File: src/rtl/axi_rdma_pkg.sv
// Shared definitions for the AXI read/write DMA engines.
//   rdma_state_t : command sequencer states
//   ARSIZE_4B    : AxSIZE for 32-bit beats
//   BURST_INCR   : AxBURST incrementing burst
//   PAGE_BYTES / PAGE_DWORDS : AXI 4 KB boundary that no burst may cross
package axi_rdma_pkg;

   typedef enum logic [2:0] {
      S_IDLE,
      S_INIT,
      S_CALC,
      S_ASTRB,
      S_RSTRB,
      S_INCR
   } rdma_state_t;

   localparam logic [2:0]  ARSIZE_4B   = 3'b010;
   localparam logic [1:0]  BURST_INCR  = 2'b01;
   localparam int unsigned PAGE_BYTES  = 4096;
   localparam int unsigned PAGE_DWORDS = PAGE_BYTES / 4;

endpackage

File: src/rtl/axi_rdma_if.sv
// Bundle of the read-DMA command, AXI AR/R and output-stream signals.
//   master : the DMA engine (accepts commands, drives AR, sinks R, sources stream)
//   slave  : the environment (issues commands, AXI memory, stream consumer)
interface axi_rdma_if #(
   parameter int ADDRESS_BITS = 32,
   parameter int LENGTH_BITS  = 32
);
   logic [ADDRESS_BITS-1:0] cmd_address;
   logic [LENGTH_BITS-1:0]  cmd_bytes;
   logic                    cmd_valid;
   logic                    cmd_ready;

   logic [3:0]              axi_m_arid;
   logic [ADDRESS_BITS-1:0] axi_m_araddr;
   logic [7:0]              axi_m_arlen;
   logic [2:0]              axi_m_arsize;
   logic [1:0]              axi_m_arburst;
   logic                    axi_m_arvalid;
   logic                    axi_m_arready;

   logic [3:0]              axi_m_rid;
   logic [31:0]             axi_m_rdata;
   logic [1:0]              axi_m_rresp;
   logic                    axi_m_rlast;
   logic                    axi_m_rvalid;
   logic                    axi_m_rready;

   logic [31:0]             dout_tdata;
   logic [3:0]              dout_tkeep;
   logic                    dout_tlast;
   logic                    dout_tvalid;
   logic                    dout_tready;

   logic                    rd_error;

   modport master (
      input  cmd_address, cmd_bytes, cmd_valid,
      output cmd_ready,
      output axi_m_arid, axi_m_araddr, axi_m_arlen, axi_m_arsize, axi_m_arburst, axi_m_arvalid,
      input  axi_m_arready,
      input  axi_m_rid, axi_m_rdata, axi_m_rresp, axi_m_rlast, axi_m_rvalid,
      output axi_m_rready,
      output dout_tdata, dout_tkeep, dout_tlast, dout_tvalid,
      input  dout_tready,
      output rd_error
   );

   modport slave (
      output cmd_address, cmd_bytes, cmd_valid,
      input  cmd_ready,
      input  axi_m_arid, axi_m_araddr, axi_m_arlen, axi_m_arsize, axi_m_arburst, axi_m_arvalid,
      output axi_m_arready,
      output axi_m_rid, axi_m_rdata, axi_m_rresp, axi_m_rlast, axi_m_rvalid,
      input  axi_m_rready,
      input  dout_tdata, dout_tkeep, dout_tlast, dout_tvalid,
      output dout_tready,
      input  rd_error
   );

endinterface

File: src/rtl/axi_rdma_keep.sv
// Byte-enable generator for one stream beat.
//   i_offset     : byte lane of the first valid byte of the command
//   i_end_offset : (offset + bytes) mod 4; 0 means the last dword is full
//   i_first      : beat is the first of the command
//   i_last       : beat is the last of the command
//   o_keep       : tkeep; lowest-address lane maps to bit 3 when big-endian, bit 0 otherwise
module axi_rdma_keep #(
   parameter bit BIG_ENDIAN = 1'b1
) (
   input  logic [1:0] i_offset,
   input  logic [1:0] i_end_offset,
   input  logic       i_first,
   input  logic       i_last,
   output logic [3:0] o_keep
);

   logic [3:0] w_lanes;

   // w_lanes is indexed by address lane (lane 0 = lowest byte address)
   always_comb begin
      w_lanes = '1;
      for (int unsigned i = 0; i < 4; i++) begin
         if (i_first && (i < {30'd0, i_offset}))
            w_lanes[i] = 1'b0;
         if (i_last && (i_end_offset != 2'd0) && (i >= {30'd0, i_end_offset}))
            w_lanes[i] = 1'b0;
      end
   end

   always_comb begin
      o_keep = '0;
      for (int unsigned i = 0; i < 4; i++) begin
         if (BIG_ENDIAN) o_keep[3-i] = w_lanes[i];
         else            o_keep[i]   = w_lanes[i];
      end
   end

endmodule

File: src/rtl/axi_rdma.sv
// AXI4 read DMA: turns a (byte address, byte count) command into 4 KB-safe
// INCR bursts of 32-bit beats and forwards the read data unbuffered onto a
// 32-bit stream with byte-accurate tkeep and a tlast on the final beat.
//   aclk, areset : clock, asynchronous active-high reset
//   bus (master) : command, AXI AR/R channels, output stream, sticky rd_error
module axi_rdma
   import axi_rdma_pkg::*;
#(
   parameter int    ADDRESS_BITS   = 32,
   parameter int    LENGTH_BITS    = 32,
   parameter int    MAX_BURST      = 256,
   parameter string MEM_BIG_ENDIAN = "TRUE"
) (
   input  logic        aclk,
   input  logic        areset,
   axi_rdma_if.master  bus
);

   localparam bit LP_BIG_ENDIAN = (MEM_BIG_ENDIAN == "TRUE");

   rdma_state_t             r_state, w_next;
   logic [ADDRESS_BITS-1:0] r_addr;
   logic [1:0]              r_offset;
   logic [LENGTH_BITS-1:0]  r_bytes;
   logic [LENGTH_BITS-1:0]  r_remaining;
   logic [8:0]              r_fetch;
   logic [7:0]              r_arlen;
   logic [8:0]              r_beat;
   logic                    r_first;
   logic                    r_error;

   logic [LENGTH_BITS:0]    w_sum;
   logic [LENGTH_BITS-1:0]  w_total;
   logic [10:0]             w_to_page;
   logic [10:0]             w_cap;
   logic [8:0]              w_fetch;
   logic                    w_beat_last;
   logic                    w_cmd_last;
   logic                    w_rbeat;
   logic [1:0]              w_end_offset;
   logic [3:0]              w_keep;
   logic                    w_unused;

   // one extra bit keeps the carry of bytes + offset + 3 before the divide by 4
   assign w_sum   = (LENGTH_BITS+1)'(r_bytes) + (LENGTH_BITS+1)'(r_offset) + (LENGTH_BITS+1)'(3);
   assign w_total = (r_bytes == '0) ? '0 : LENGTH_BITS'(w_sum[LENGTH_BITS:2]);

   assign w_to_page    = 11'(PAGE_DWORDS) - {1'b0, r_addr[11:2]};
   assign w_cap        = (11'(MAX_BURST) < w_to_page) ? 11'(MAX_BURST) : w_to_page;
   assign w_fetch      = (r_remaining < LENGTH_BITS'(w_cap)) ? r_remaining[8:0] : w_cap[8:0];
   assign w_beat_last  = (r_beat == r_fetch - 9'd1);
   assign w_cmd_last   = w_beat_last && (r_remaining == LENGTH_BITS'(r_fetch));
   assign w_rbeat      = (r_state == S_RSTRB) && bus.axi_m_rvalid && bus.dout_tready;
   assign w_end_offset = r_offset + r_bytes[1:0];
   assign w_unused     = ^{bus.axi_m_rid, w_sum[1:0]};

   axi_rdma_keep #(.BIG_ENDIAN(LP_BIG_ENDIAN)) u_keep (
      .i_offset     (r_offset),
      .i_end_offset (w_end_offset),
      .i_first      (r_first),
      .i_last       (w_cmd_last),
      .o_keep       (w_keep)
   );

   always_ff @(posedge aclk or posedge areset) begin
      if (areset) r_state <= S_IDLE;
      else        r_state <= w_next;
   end

   always_comb begin
      w_next = r_state;
      case (r_state)
         S_IDLE:  if (bus.cmd_valid) w_next = S_INIT;
         S_INIT:  w_next = (w_total == '0) ? S_IDLE : S_CALC;
         S_CALC:  w_next = S_ASTRB;
         S_ASTRB: if (bus.axi_m_arready) w_next = S_RSTRB;
         S_RSTRB: if (w_rbeat && w_beat_last) w_next = S_INCR;
         S_INCR:  w_next = (r_remaining != LENGTH_BITS'(r_fetch)) ? S_CALC : S_IDLE;
         default: w_next = S_IDLE;
      endcase
   end

   always_comb begin
      bus.cmd_ready     = (r_state == S_IDLE);
      bus.axi_m_arid    = '0;
      bus.axi_m_araddr  = r_addr;
      bus.axi_m_arlen   = r_arlen;
      bus.axi_m_arsize  = ARSIZE_4B;
      bus.axi_m_arburst = BURST_INCR;
      bus.axi_m_arvalid = (r_state == S_ASTRB);
      bus.axi_m_rready  = (r_state == S_RSTRB) && bus.dout_tready;
      bus.dout_tvalid   = (r_state == S_RSTRB) && bus.axi_m_rvalid;
      bus.dout_tdata    = bus.axi_m_rdata;
      bus.dout_tkeep    = w_keep;
      bus.dout_tlast    = (r_state == S_RSTRB) && w_cmd_last;
      bus.rd_error      = r_error;
   end

   always_ff @(posedge aclk or posedge areset) begin
      if (areset) begin
         r_addr      <= '0;
         r_offset    <= '0;
         r_bytes     <= '0;
         r_remaining <= '0;
         r_fetch     <= '0;
         r_arlen     <= '0;
         r_beat      <= '0;
         r_first     <= 1'b0;
         r_error     <= 1'b0;
      end else begin
         case (r_state)
            S_IDLE: if (bus.cmd_valid) begin
               r_addr   <= {bus.cmd_address[ADDRESS_BITS-1:2], 2'b00};
               r_offset <= bus.cmd_address[1:0];
               r_bytes  <= bus.cmd_bytes;
               r_error  <= 1'b0;
               r_first  <= 1'b1;
            end
            S_INIT: r_remaining <= w_total;
            S_CALC: begin
               r_fetch <= w_fetch;
               r_arlen <= 8'(w_fetch - 9'd1);
               r_beat  <= '0;
            end
            S_RSTRB: if (w_rbeat) begin
               r_beat  <= r_beat + 9'd1;
               r_first <= 1'b0;
               // rlast is only cross-checked; the local beat count drives sequencing
               if ((bus.axi_m_rresp != 2'b00) || (bus.axi_m_rlast != w_beat_last))
                  r_error <= 1'b1;
            end
            S_INCR: begin
               r_addr      <= r_addr + ADDRESS_BITS'({r_fetch, 2'b00});
               r_remaining <= r_remaining - LENGTH_BITS'(r_fetch);
            end
            default: ;
         endcase
      end
   end

endmodule
File: src/flat_wrapper.sv
// flat-port wrapper written by rule: the top's interface ports become plain ports
module axi_rdma_flat import axi_rdma_pkg::*;
#(
   parameter int    ADDRESS_BITS   = 32,
   parameter int    LENGTH_BITS    = 32,
   parameter int    MAX_BURST      = 256,
   parameter string MEM_BIG_ENDIAN = "    "
)
  (aclk, areset, bus_cmd_address, bus_cmd_bytes, bus_cmd_valid, bus_cmd_ready, bus_axi_m_arid, bus_axi_m_araddr, bus_axi_m_arlen, bus_axi_m_arsize, bus_axi_m_arburst, bus_axi_m_arvalid, bus_axi_m_arready, bus_axi_m_rid, bus_axi_m_rdata, bus_axi_m_rresp, bus_axi_m_rlast, bus_axi_m_rvalid, bus_axi_m_rready, bus_dout_tdata, bus_dout_tkeep, bus_dout_tlast, bus_dout_tvalid, bus_dout_tready, bus_rd_error);
  axi_rdma_if #(.ADDRESS_BITS(ADDRESS_BITS), .LENGTH_BITS(LENGTH_BITS)) bus_i ();
  input  logic aclk;
  input  logic areset;
  input wire logic [$bits(bus_i.cmd_address)-1:0] bus_cmd_address;
  input wire logic [$bits(bus_i.cmd_bytes)-1:0] bus_cmd_bytes;
  input wire logic [$bits(bus_i.cmd_valid)-1:0] bus_cmd_valid;
  output wire logic [$bits(bus_i.cmd_ready)-1:0] bus_cmd_ready;
  output wire logic [$bits(bus_i.axi_m_arid)-1:0] bus_axi_m_arid;
  output wire logic [$bits(bus_i.axi_m_araddr)-1:0] bus_axi_m_araddr;
  output wire logic [$bits(bus_i.axi_m_arlen)-1:0] bus_axi_m_arlen;
  output wire logic [$bits(bus_i.axi_m_arsize)-1:0] bus_axi_m_arsize;
  output wire logic [$bits(bus_i.axi_m_arburst)-1:0] bus_axi_m_arburst;
  output wire logic [$bits(bus_i.axi_m_arvalid)-1:0] bus_axi_m_arvalid;
  input wire logic [$bits(bus_i.axi_m_arready)-1:0] bus_axi_m_arready;
  input wire logic [$bits(bus_i.axi_m_rid)-1:0] bus_axi_m_rid;
  input wire logic [$bits(bus_i.axi_m_rdata)-1:0] bus_axi_m_rdata;
  input wire logic [$bits(bus_i.axi_m_rresp)-1:0] bus_axi_m_rresp;
  input wire logic [$bits(bus_i.axi_m_rlast)-1:0] bus_axi_m_rlast;
  input wire logic [$bits(bus_i.axi_m_rvalid)-1:0] bus_axi_m_rvalid;
  output wire logic [$bits(bus_i.axi_m_rready)-1:0] bus_axi_m_rready;
  output wire logic [$bits(bus_i.dout_tdata)-1:0] bus_dout_tdata;
  output wire logic [$bits(bus_i.dout_tkeep)-1:0] bus_dout_tkeep;
  output wire logic [$bits(bus_i.dout_tlast)-1:0] bus_dout_tlast;
  output wire logic [$bits(bus_i.dout_tvalid)-1:0] bus_dout_tvalid;
  input wire logic [$bits(bus_i.dout_tready)-1:0] bus_dout_tready;
  output wire logic [$bits(bus_i.rd_error)-1:0] bus_rd_error;
  assign bus_i.cmd_address = bus_cmd_address;
  assign bus_i.cmd_bytes = bus_cmd_bytes;
  assign bus_i.cmd_valid = bus_cmd_valid;
  assign bus_cmd_ready = bus_i.cmd_ready;
  assign bus_axi_m_arid = bus_i.axi_m_arid;
  assign bus_axi_m_araddr = bus_i.axi_m_araddr;
  assign bus_axi_m_arlen = bus_i.axi_m_arlen;
  assign bus_axi_m_arsize = bus_i.axi_m_arsize;
  assign bus_axi_m_arburst = bus_i.axi_m_arburst;
  assign bus_axi_m_arvalid = bus_i.axi_m_arvalid;
  assign bus_i.axi_m_arready = bus_axi_m_arready;
  assign bus_i.axi_m_rid = bus_axi_m_rid;
  assign bus_i.axi_m_rdata = bus_axi_m_rdata;
  assign bus_i.axi_m_rresp = bus_axi_m_rresp;
  assign bus_i.axi_m_rlast = bus_axi_m_rlast;
  assign bus_i.axi_m_rvalid = bus_axi_m_rvalid;
  assign bus_axi_m_rready = bus_i.axi_m_rready;
  assign bus_dout_tdata = bus_i.dout_tdata;
  assign bus_dout_tkeep = bus_i.dout_tkeep;
  assign bus_dout_tlast = bus_i.dout_tlast;
  assign bus_dout_tvalid = bus_i.dout_tvalid;
  assign bus_i.dout_tready = bus_dout_tready;
  assign bus_rd_error = bus_i.rd_error;
  axi_rdma #(.ADDRESS_BITS(ADDRESS_BITS), .LENGTH_BITS(LENGTH_BITS), .MAX_BURST(MAX_BURST), .MEM_BIG_ENDIAN(MEM_BIG_ENDIAN)) u_core (.aclk(aclk), .areset(areset), .bus(bus_i));
endmodule
File: config.mk
export PLATFORM = sky130hd
export DESIGN_NAME = axi_rdma_flat
export DESIGN_NICKNAME = d
export VERILOG_FILES = /design/src/rtl/axi_rdma_pkg.sv /design/src/rtl/axi_rdma_if.sv /design/src/rtl/axi_rdma_keep.sv /design/src/rtl/axi_rdma.sv /design/src/flat_wrapper.sv
export SDC_FILE = /design/constraint.sdc
export NUM_CORES = 1
export LEC_CHECK = 0
export ABC_CLOCK_PERIOD_IN_PS = 4300
export BUFFER_PORTS_ARGS = -buffer_cell sky130_fd_sc_hd__buf_2
export CAP_MARGIN = 15
export CORE_ASPECT_RATIO = 1.4
export CORE_MARGIN = 10
export CORE_UTILIZATION = 51
export DETAILED_ROUTE_END_ITERATION = 7
export PLACE_DENSITY = 0.81
export SLEW_MARGIN = 20
export SYNTH_ARGS = -nofsm -noshare
export SYNTH_HDL_FRONTEND = slang
export SYNTH_HIERARCHICAL = 1
export SYNTH_SLANG_ARGS = --single-unit
File: constraint.sdc
create_clock -name aclk -period 4.3 [get_ports aclk]
set_input_delay 0 -clock aclk [delete_from_list [all_inputs] [get_ports aclk]]
set_output_delay 0 -clock aclk [all_outputs]
set_load 0.005 [all_outputs]
== Yosys cells after proc, flatten, opt, wreduce, memory -nomap -nowiden ==
Index checks and enable logic that the tools add are counted.

* Register bits after elaboration: 129
* Latch bits: 0
* Memory bits (writable): 0
* ROM bits: 0
* Logic and storage cells: 98
* Memories kept: 0

* $add $sub $neg: 9
* $mul: 0
* Divide/modulo/power cells: 0
* Magnitude comparators: 8
* Eq/ne operators: 14
* Shift-type cells: 0
* Multiplexer cells: 28
* Bitwise logic cells: 0
* Reductions and logical operators: 29

{| class="wikitable"
|+ Operators with widths
! cell !! count
|-
| $pmux 32 s2 || 2
|-
| $logic_not 32->1 || 2
|-
| $add 32x2->33 || 1
|-
| $add 33x2->33 const B || 1
|-
| $add 32x11->32 || 1
|-
| $eq 32x9->1 || 1
|-
| $lt 32x11->1 || 1
|-
| $mux 32 || 1
|-
| $ne 32x9->1 || 1
|-
| $sub 32x9->32 || 1
|-
| $mux 31 || 1
|-
| $mux 9 || 2
|-
| $pmux 3 s6 || 1
|-
| $pmux 9 s2 || 1
|-
| $logic_and 1x1->1 || 13
|-
| $mux 1 || 12
|-
| $reduce_bool 2->1 || 6
|-
| $lt 9x11->1 const A || 1
|-
| $mux 11 || 1
|-
| $sub 11x10->11 const A || 1
|-
| $add 9x1->9 const B || 1
|-
| $eq 9x9->1 || 1
|-
| $mux 3 || 3
|-
| $sub 9x1->9 const B || 1
|-
| 19 further kinds || 31
|}

== Logic depth before layout (Yosys ltp) ==
Gate-level depths: netlist (run 1).

* Word-level depth: 7
* Mapped depth: 22
* Gate-level depth less buffers: 19

== Modules after synthesis ==
Netlist (run 1), hierarchy kept.

{| class="wikitable"
|+ By module, submodules not included
! module !! instances !! cells an instance !! area each (µm²) !! sequential area each (µm²)
|-
| axi_rdma || 1 || 1152 || 9267.6 || 3178.0
|-
| axi_rdma_keep || 1 || 6 || 40.0 || 0.0
|}

== Least setup slack after synthesis (run 1) ==
OpenSTA, ideal clock, no wires.

* Path kind: register to register
* Start: register u_core.r_addr[2] (netlist: u_core/bus.axi_m_araddr[2])
* End: register u_core.r_arlen[6] (netlist: u_core/bus.axi_m_arlen[6])
* Setup time: 82 ps
* Arrival: 4384 ps
* Setup slack: -166 ps
* Cell stages (with the launch flop): 22
* Buffers on the path: 4
* Period minus slack after synthesis: 4466 ps
* Cells stage by stage: dfrtp_1 > clkbuf_1 > inv_1 > ha_1 > or4b_4 > a2111o_1 > a21boi_2 > buf_4 > and3_1 > inv_1 > ha_1 > a211oi_1 > nor2_1 > o31ai_1 > nand4_1 > clkbuf_1 > buf_2 > a31oi_1 > ha_1 > and3_1 > nand4_1 > a31oi_1

* Cells in the longest elaborated chain, start to end: 6

{| class="wikitable"
|+ RTL lines
! item !! RTL line !! RTL
|-
| from (decl) || axi_rdma.sv:22 || <nowiki>logic [ADDRESS_BITS-1:0] r_addr;</nowiki>
|-
| from (signal assigned) || axi_rdma.sv:113 || <nowiki>r_addr <= {bus.cmd_address[ADDRESS_BITS-1:2], 2'b00};</nowiki>
|-
| from (signal assigned) || axi_rdma.sv:133 || <nowiki>r_addr <= r_addr + ADDRESS_BITS'({r_fetch, 2'b00});</nowiki>
|-
| $sub 11x10->11 * || axi_rdma.sv:48 || <nowiki>assign w_to_page = 11'(PAGE_DWORDS) - {1'b0, r_addr[11:2]};</nowiki>
|-
| $lt 9x11->1 || axi_rdma.sv:49 || <nowiki>assign w_cap = (11'(MAX_BURST) < w_to_page) ? 11'(MAX_BURST) : w_to_page;</nowiki>
|-
| $mux 11 * || axi_rdma.sv:49 ||
|-
| $lt 32x11->1 || axi_rdma.sv:50 || <nowiki>assign w_fetch = (r_remaining < LENGTH_BITS'(w_cap)) ? r_remaining[8:0] : w_cap[8:0];</nowiki>
|-
| $mux 9 * || axi_rdma.sv:50 ||
|-
| $sub 8x1->8 * || axi_rdma.sv:122 || <nowiki>r_arlen <= 8'(w_fetch - 9'd1);</nowiki>
|-
| to (signal assigned) || axi_rdma.sv:122 ||
|-
| to (decl) || axi_rdma.sv:27 || <nowiki>logic [7:0] r_arlen;</nowiki>
|}

Mark *: on every way between the ends. The rest lies on a longest branch, timed or not.
A chain may end at the register's enable or synchronous reset.

== Worst setup path after layout (run 1) ==
* Start: register u_core.r_addr[3] (netlist: u_core/bus.axi_m_araddr[3])
* End: register u_core.r_arlen[6] (netlist: u_core/bus.axi_m_arlen[6])

Same word-level chain as after synthesis.

==> results.toml, run 1 <==
[detailed_routing]
dr.pass1.iters = 5
wirelength_um = 29000
drt_iter0_drc = 736
wl_per_cell_um = 18.5
drtAntennaViolNets = 0
drc = 0
via_per_inst = 6.03
num_vias = 9452

[synthesis]
ys.flop_type = "dfrtp_1"
synth-seq-cells = 127
synth_top_cell_area_share_pct = 34.1
yosys_warnings = 6
ys_types = 82
async_flop_share_pct = 100
syn_area_per_cell_um2 = 8.04
yosysTopAreaCell = "dfrtp_1"
synth_edf_count = 0
yosysSeqAreaShare_pct = 34.1
postSynthCellCount = 1158
synth_area_leaders = "dfrtp_1, nand2_1, ha_1"
syn-cell-area_um2 = 9310

[grt]
grt_pass1_vias = 9635
met1_usage_pct = 27.0
grt_first_pass_wirelength_um = 47400
overflow = 0
track_usage_pct = 23.7
grt_antenna_before_repair = 0
grt_max_degree = 66
busiest_layer = "met2"
grt.met2_usage_pct = 40.7
use_met3_pct = 4.41

[worst_setup_path]
path_max_fanout = 5
start_kind = "flip-flop"
required_ns = 4.63
r2r_start = "u_core/bus.axi_m_araddr[3]"
cp_data_arrival_time_ns = 4.45
worstSetupPathType = "flip-flop to flip-flop"
cp-end-kind = "flip-flop"
setup.worst_path.start = "u_core/bus.axi_m_araddr[3]"

[cts]
htreeDepth = 4
cts_tree = "built"
insertion_delay_ns = 0.42
path_clk_slew_ns = 0.06
clockBufferDepth = 2
cts_buffers = 17
cts-root-buf = "clkbuf_16"
cts_sinks = 127

[floorplan]
core_um2 = 17900
die_width_um = 134
die_y_um = 180
die_area_um2 = 24100
io_pins = 200
rows = 58
start_util_pct = 51.9

[layout]
diodes = 0
area_growth_pct = 21.9
finish.instance_area_um2 = 11300
utilization_pct = 63.3
layout.nets = 1462
final_layout_size_suffix_gt1_share_pct = 17.1
nFillCells = 1440

[status]
status = "finished, final reports clean"

[timing]
slew_viol_final = 0
period_share_pct = 95.7
max_freq_mhz = 243
skew_ns = 0.00914
finalHoldViolations = 0
setup_viol = 0
slew_headroom_pct = 32.6
min_period_ns = 4.11
worst_slew_pin_slew_ns = 1.01

[pwr]
power.density_nw_per_um2 = 763
ir_worst_vdd_mv = 0.424
power_leakage_nw = 4.93
total_power_mw = 8.65

[flow_run]
drv_cap = 0

[placed_design]
gp_congestion = 0.937
hpwl_um = 20100
numPortBuffers = 120
placed_area_um2 = 9950

[hold_path]
hp-start = "bus_axi_m_rdata[21]"
hold_path.class = "primary input to output pin"
==> repair_timing <==
action                                  4_1_cts  5_1_grt
endpoints found under the hold margin       131        0
hold buffers                                 70        0
setup buffers                                 2        3
endpoints found under the setup margin        1        2
gates cloned                                  0        0
gates resized for setup                       0        8
pin swaps                                     1        4
==> flip-flops by register name (all words and copies together) (netlist names) <==
register                 count
u_core/bus.rd_error          1
u_core/bus.axi_m_arlen       8
u_core/r_beat                9
u_core/bus.axi_m_araddr     30
u_core/r_bytes              32
u_core/r_fetch               9
u_core/r_state               3
u_core/r_remaining          32
u_core/r_first               1
u_core/r_offset              2
==> worst paths after layout <==
path | endpoint | slack [ns] | cells after the start
worst max register to register | u_core/bus.axi_m_arlen[6] | 0.19 | 18
min in group asynchronous | u_core/bus.axi_m_araddr[18] | 0.31 | 3
max in group asynchronous | u_core/r_remaining[20] | 3.00 | 4
worst min register to register | u_core/bus.axi_m_arlen[1] | 0.48 | 2
worst max-delay path | u_core/bus.axi_m_arlen[6] | 0.19 | 18
worst min-delay path | bus_dout_tdata[21] | 0.000002 | 0
==> cell type report <==
cell class / instances / area, µm² / area share (%)
Multi-Input combinational cell: 901 / 5530 / 48.7
Sequential cell: 127 / 3180 / 28.0
Timing Repair Buffer: 224 / 1560 / 13.8
Clock buffer: 18 / 439 / 3.87
Tap cell: 240 / 300 / 2.65
Clock inverter: 14 / 168 / 1.48
Inverter: 43 / 164 / 1.45
==> kinds of logic after synthesis <==
kind of cell | after synthesis | synth area share (%)
AO/OA/AOI/OAI | 244 | 17.3
multiplexers | 19 | 2.08
AND/OR/NAND/NOR | 515 | 26.5
adder cells (fa/ha/maj) | 39 | 5.48
XOR/XNOR | 71 | 6.68
flip-flops | 127 | 34.1
other | 2 | 0.0807
buffers and inverters | 141 | 7.64
==> metal layers <==
| metal | share of wire [%] | up-vias |
|---|---|---|
| li1 | - | 4389 |
| met1 | 38 | 4468 |
| met2 | 50 | 478 |
| met3 | 6.8 | 117 |
| met4 | 4.7 | 0 |
| met5 | 0 | - |
==> metrics by stage <==
stage	std cells	setup TNS (ns)	worst slack (ns)	hold slack [ns]
2_1_floorplan	1169	0	0.0332	0.0808
3_3_place_gp	1460	0	0.109	0.0000346
3_5_place_dp	1460	0	0.0226	0.0000346
4_1_cts	1564	0	0.145	0.0000346
5_1_grt	1567	-0.00711	-0.00711	0.00000893
6_report	1567	0	0.187	0.00000197
==> power breakdown <==
part | switching [mW] | total (mW) | internal, mW | leakage (nW)
Combinational | 2.64 | 4.62 | 1.98 | 3.08
Sequential | 0.792 | 2.53 | 1.74 | 1.56
Clock | 0.609 | 1.50 | 0.892 | 0.294
Total | 4.04 | 8.65 | 4.61 | 4.93
==> placed cells by master, fill, tap and decap left out, types with 20 or more instances in the layout <==
cell / n
nand2_1: 209
dfrtp_1: 127
buf_2: 120
nor2_1: 91
dlygate4sd3_1: 70
o21ai_0: 65
inv_1: 41
a21oi_1: 39
xnor2_1: 37
nor3_1: 36
xor2_1: 34
nand3_1: 34
ha_1: 34
buf_4: 32
nand4_1: 22
nor4_1: 20
==> cell usage after synthesis (all sizes together), types with 4 or more instances <==
cell type	n
a211oi	10
a21boi	7
a21o	6
a21oi	39
a221oi	5
a22oi	4
a31oi	17
and2	10
and3	20
and4	5
buf	54
clkbuf	44
dfrtp	127
ha	36
inv	43
mux2i	16
nand2	210
nand3	34
nand4	22
nand4b	6
nor2	93
nor2b	11
nor3	37
nor4	21
o211ai	14
o21a	4
o21ai	72
o22ai	17
o311ai	9
o31ai	6
or2	7
or3	19
or4	6
xnor2	37
xor2	34
==> critical path, stage by stage (launching register included) <==
cell and delay [ns]:
dfrtp_1 0.37, inv_1 0.08, ha_2 0.19, or4b_4 0.48, a2111o_1 0.39, a21boi_2 0.20, and3_4 0.23, inv_1 0.06
ha_1 0.30, a211oi_2 0.22, nor2_1 0.07, o31ai_1 0.20, nand4_1 0.19, buf_6 0.19, a31oi_4 0.21, ha_4 0.19
and3_1 0.17, nand4_1 0.09, a31oi_1 0.18
No activity file was read; power rests on OpenSTA's default activity.
==> run 2, diff against run 1 <==
Settings changed: PLACE_DENSITY 0.81 to unset, PLACE_DENSITY_LB_ADDON set to 0.2.
==> run 2 against run 1 <==
Against the previous run: clock skew shrank 0.0012 ns; largest power group unchanged; power is essentially flat; utilization grew 0.14 points; flip-flop and latch count is the same; register-to-register slack lost 0.03 ns; global-route usage shrank 0.57 points; critical path type unchanged; highest routed layer unchanged; worst setup slack lost 0.033 ns; sequential share of layout area shrank 0.062 points.
==> results.toml, run 2 (synthesis gave the netlist of run 1 again) <==
[status]
status = "finished, final reports clean"

[timing]
skew_ns = 0.00790
worst_slew_pin_slew_ns = 0.858
slew_headroom_pct = 42.6
finalHoldViolations = 0
min_period_ns = 4.15
setup_viol = 0
setup_slack_ns = 0.154
max_freq_mhz = 241
tns_ns = 0
period_share_pct = 96.4
slew_viol_final = 0

[detailed_routing]
num_vias = 9108
wirelength_um = 28100
drtAntennaViolNets = 0
via_per_inst = 5.81
drt_iter0_drc = 608
wl_per_cell_um = 17.9
drc = 0
dr.pass1.iters = 5

[worst_setup_path]
worstSetupPathType = "flip-flop to flip-flop"
crit_chain = "inv_1, ha_2, or4b_4, a2111o_1, a21boi_2, and3_4, inv_1, ha_1, a211oi_2, nor2_1, o31ai_1, nand4_1, buf_4, buf_12, buf_4, mux2_2, a31oi_1, nand2_1, a31oi_1"
path_max_fanout = 8
cp-end-kind = "flip-flop"
path_depth = 19
slowest_stage = "or4b_4"
slowest_delay_ns = 0.48
required_ns = 4.64
critical_path_buf_inv_count = 5
path_delay_family = "compound AO/OA/AOI/OAI gates"
start_kind = "flip-flop"
reg2reg_depth = 19
cp_data_arrival_time_ns = 4.49

[layout]
utilization_pct = 63.4
area_growth_pct = 22.1
layout.nets = 1463
final_common_cell = "nand2_1"
diodes = 0
nFillCells = 1569
final_layout_size_suffix_gt1_share_pct = 17.0
final_cell_mix = "nand2_1, dfrtp_1, buf_2, nor2_1, dlygate4sd3_1"
finish.instance_area_um2 = 11400

[placed_design]
placed_area_um2 = 9990
gp_congestion = 0.943
hpwl_um = 20300
numPortBuffers = 120
post-place-ws_ns = 0.0386

[grt]
grt_max_degree = 57
overflow = 0
grt_antenna_before_repair = 0
grt_first_pass_wirelength_um = 45800
grt_pass1_vias = 9004
track_usage_pct = 23.1

[floorplan]
die_area_um2 = 24100
start_util_pct = 51.9
rows = 58
die_width_um = 134
core_um2 = 17900
io_pins = 200
die_y_um = 180

[hold_path]
hold_depth = 0
hold_path.class = "primary input to output pin"

[pwr]
power.density_nw_per_um2 = 762
total_power_mw = 8.66
power_leakage_nw = 4.96
ir_worst_vdd_mv = 0.455

[cts]
path_clk_slew_ns = 0.06
cts_sinks = 127
htreeDepth = 4
clockBufferDepth = 2
insertion_delay_ns = 0.42
cts_tree = "built"
cts-root-buf = "clkbuf_16"
cts_buffers = 17

[flow_run]
drv_cap = 0
-- run 2: cell type report --
class	instances	area [µm²]	area share, %
well taps	240	300	2.64
clock buffers	19	443	3.90
clock inverters	13	186	1.64
inverters	43	164	1.44
repair buffers	225	1580	13.9
multi-input cells	901	5520	48.6
flip-flops and latches	127	3180	28.0
-- run 2: path summary, 6_finish.rpt --
kind | slack, ns | from | endpoint
setup / recovery | 0.15 | u_core/bus.axi_m_araddr[2] | u_core/bus.axi_m_arlen[6]
max in group asynchronous | 3.09 | areset | u_core/bus.axi_m_arlen[6]
hold reg to reg | 0.47 | u_core/bus.axi_m_arlen[0] | u_core/bus.axi_m_arlen[0]
min in group asynchronous | 0.21 | areset | u_core/bus.axi_m_araddr[16]
setup reg to reg | 0.15 | u_core/bus.axi_m_araddr[2] | u_core/bus.axi_m_arlen[6]
hold / removal | 0.000002 | bus_axi_m_rdata[1] | bus_dout_tdata[1]
-- run 2: what timing repair did --
action,CTS,global route
endpoints found under the setup margin,0,3
hold buffers,70,0
resized for setup,0,3
hold endpoints to repair,120,0
setup buffers,0,3
-- run 2: per-stage QoR --
stage | hold WS, ns | cells
after detailed placement | 0.0000346 | 1463
after global placement | 0.0000346 | 1463
final | 0.00000200 | 1568
after floorplan | 0.0808 | 1169
after CTS | 0.0000346 | 1565
after global routing | 0.00000796 | 1568
-- run 2: layer usage --
metal / share of wire [%] / up-vias / global-route usage, %
met5: 0 / - / 0
met1: 41 / 4325 / 27.5
li1: - / 4395 / -
met4: 3.9 / 0 / 10.5
met2: 50 / 304 / 38.6
met3: 5.0 / 84 / 5.27
-- run 2: power breakdown --
group          switching [mW]  internal, mW  leakage (nW)
Sequential              0.749          1.74          1.56
Combinational            2.63          1.98          3.09
Clock                   0.568         0.988         0.308
Total                    3.94          4.71          4.96
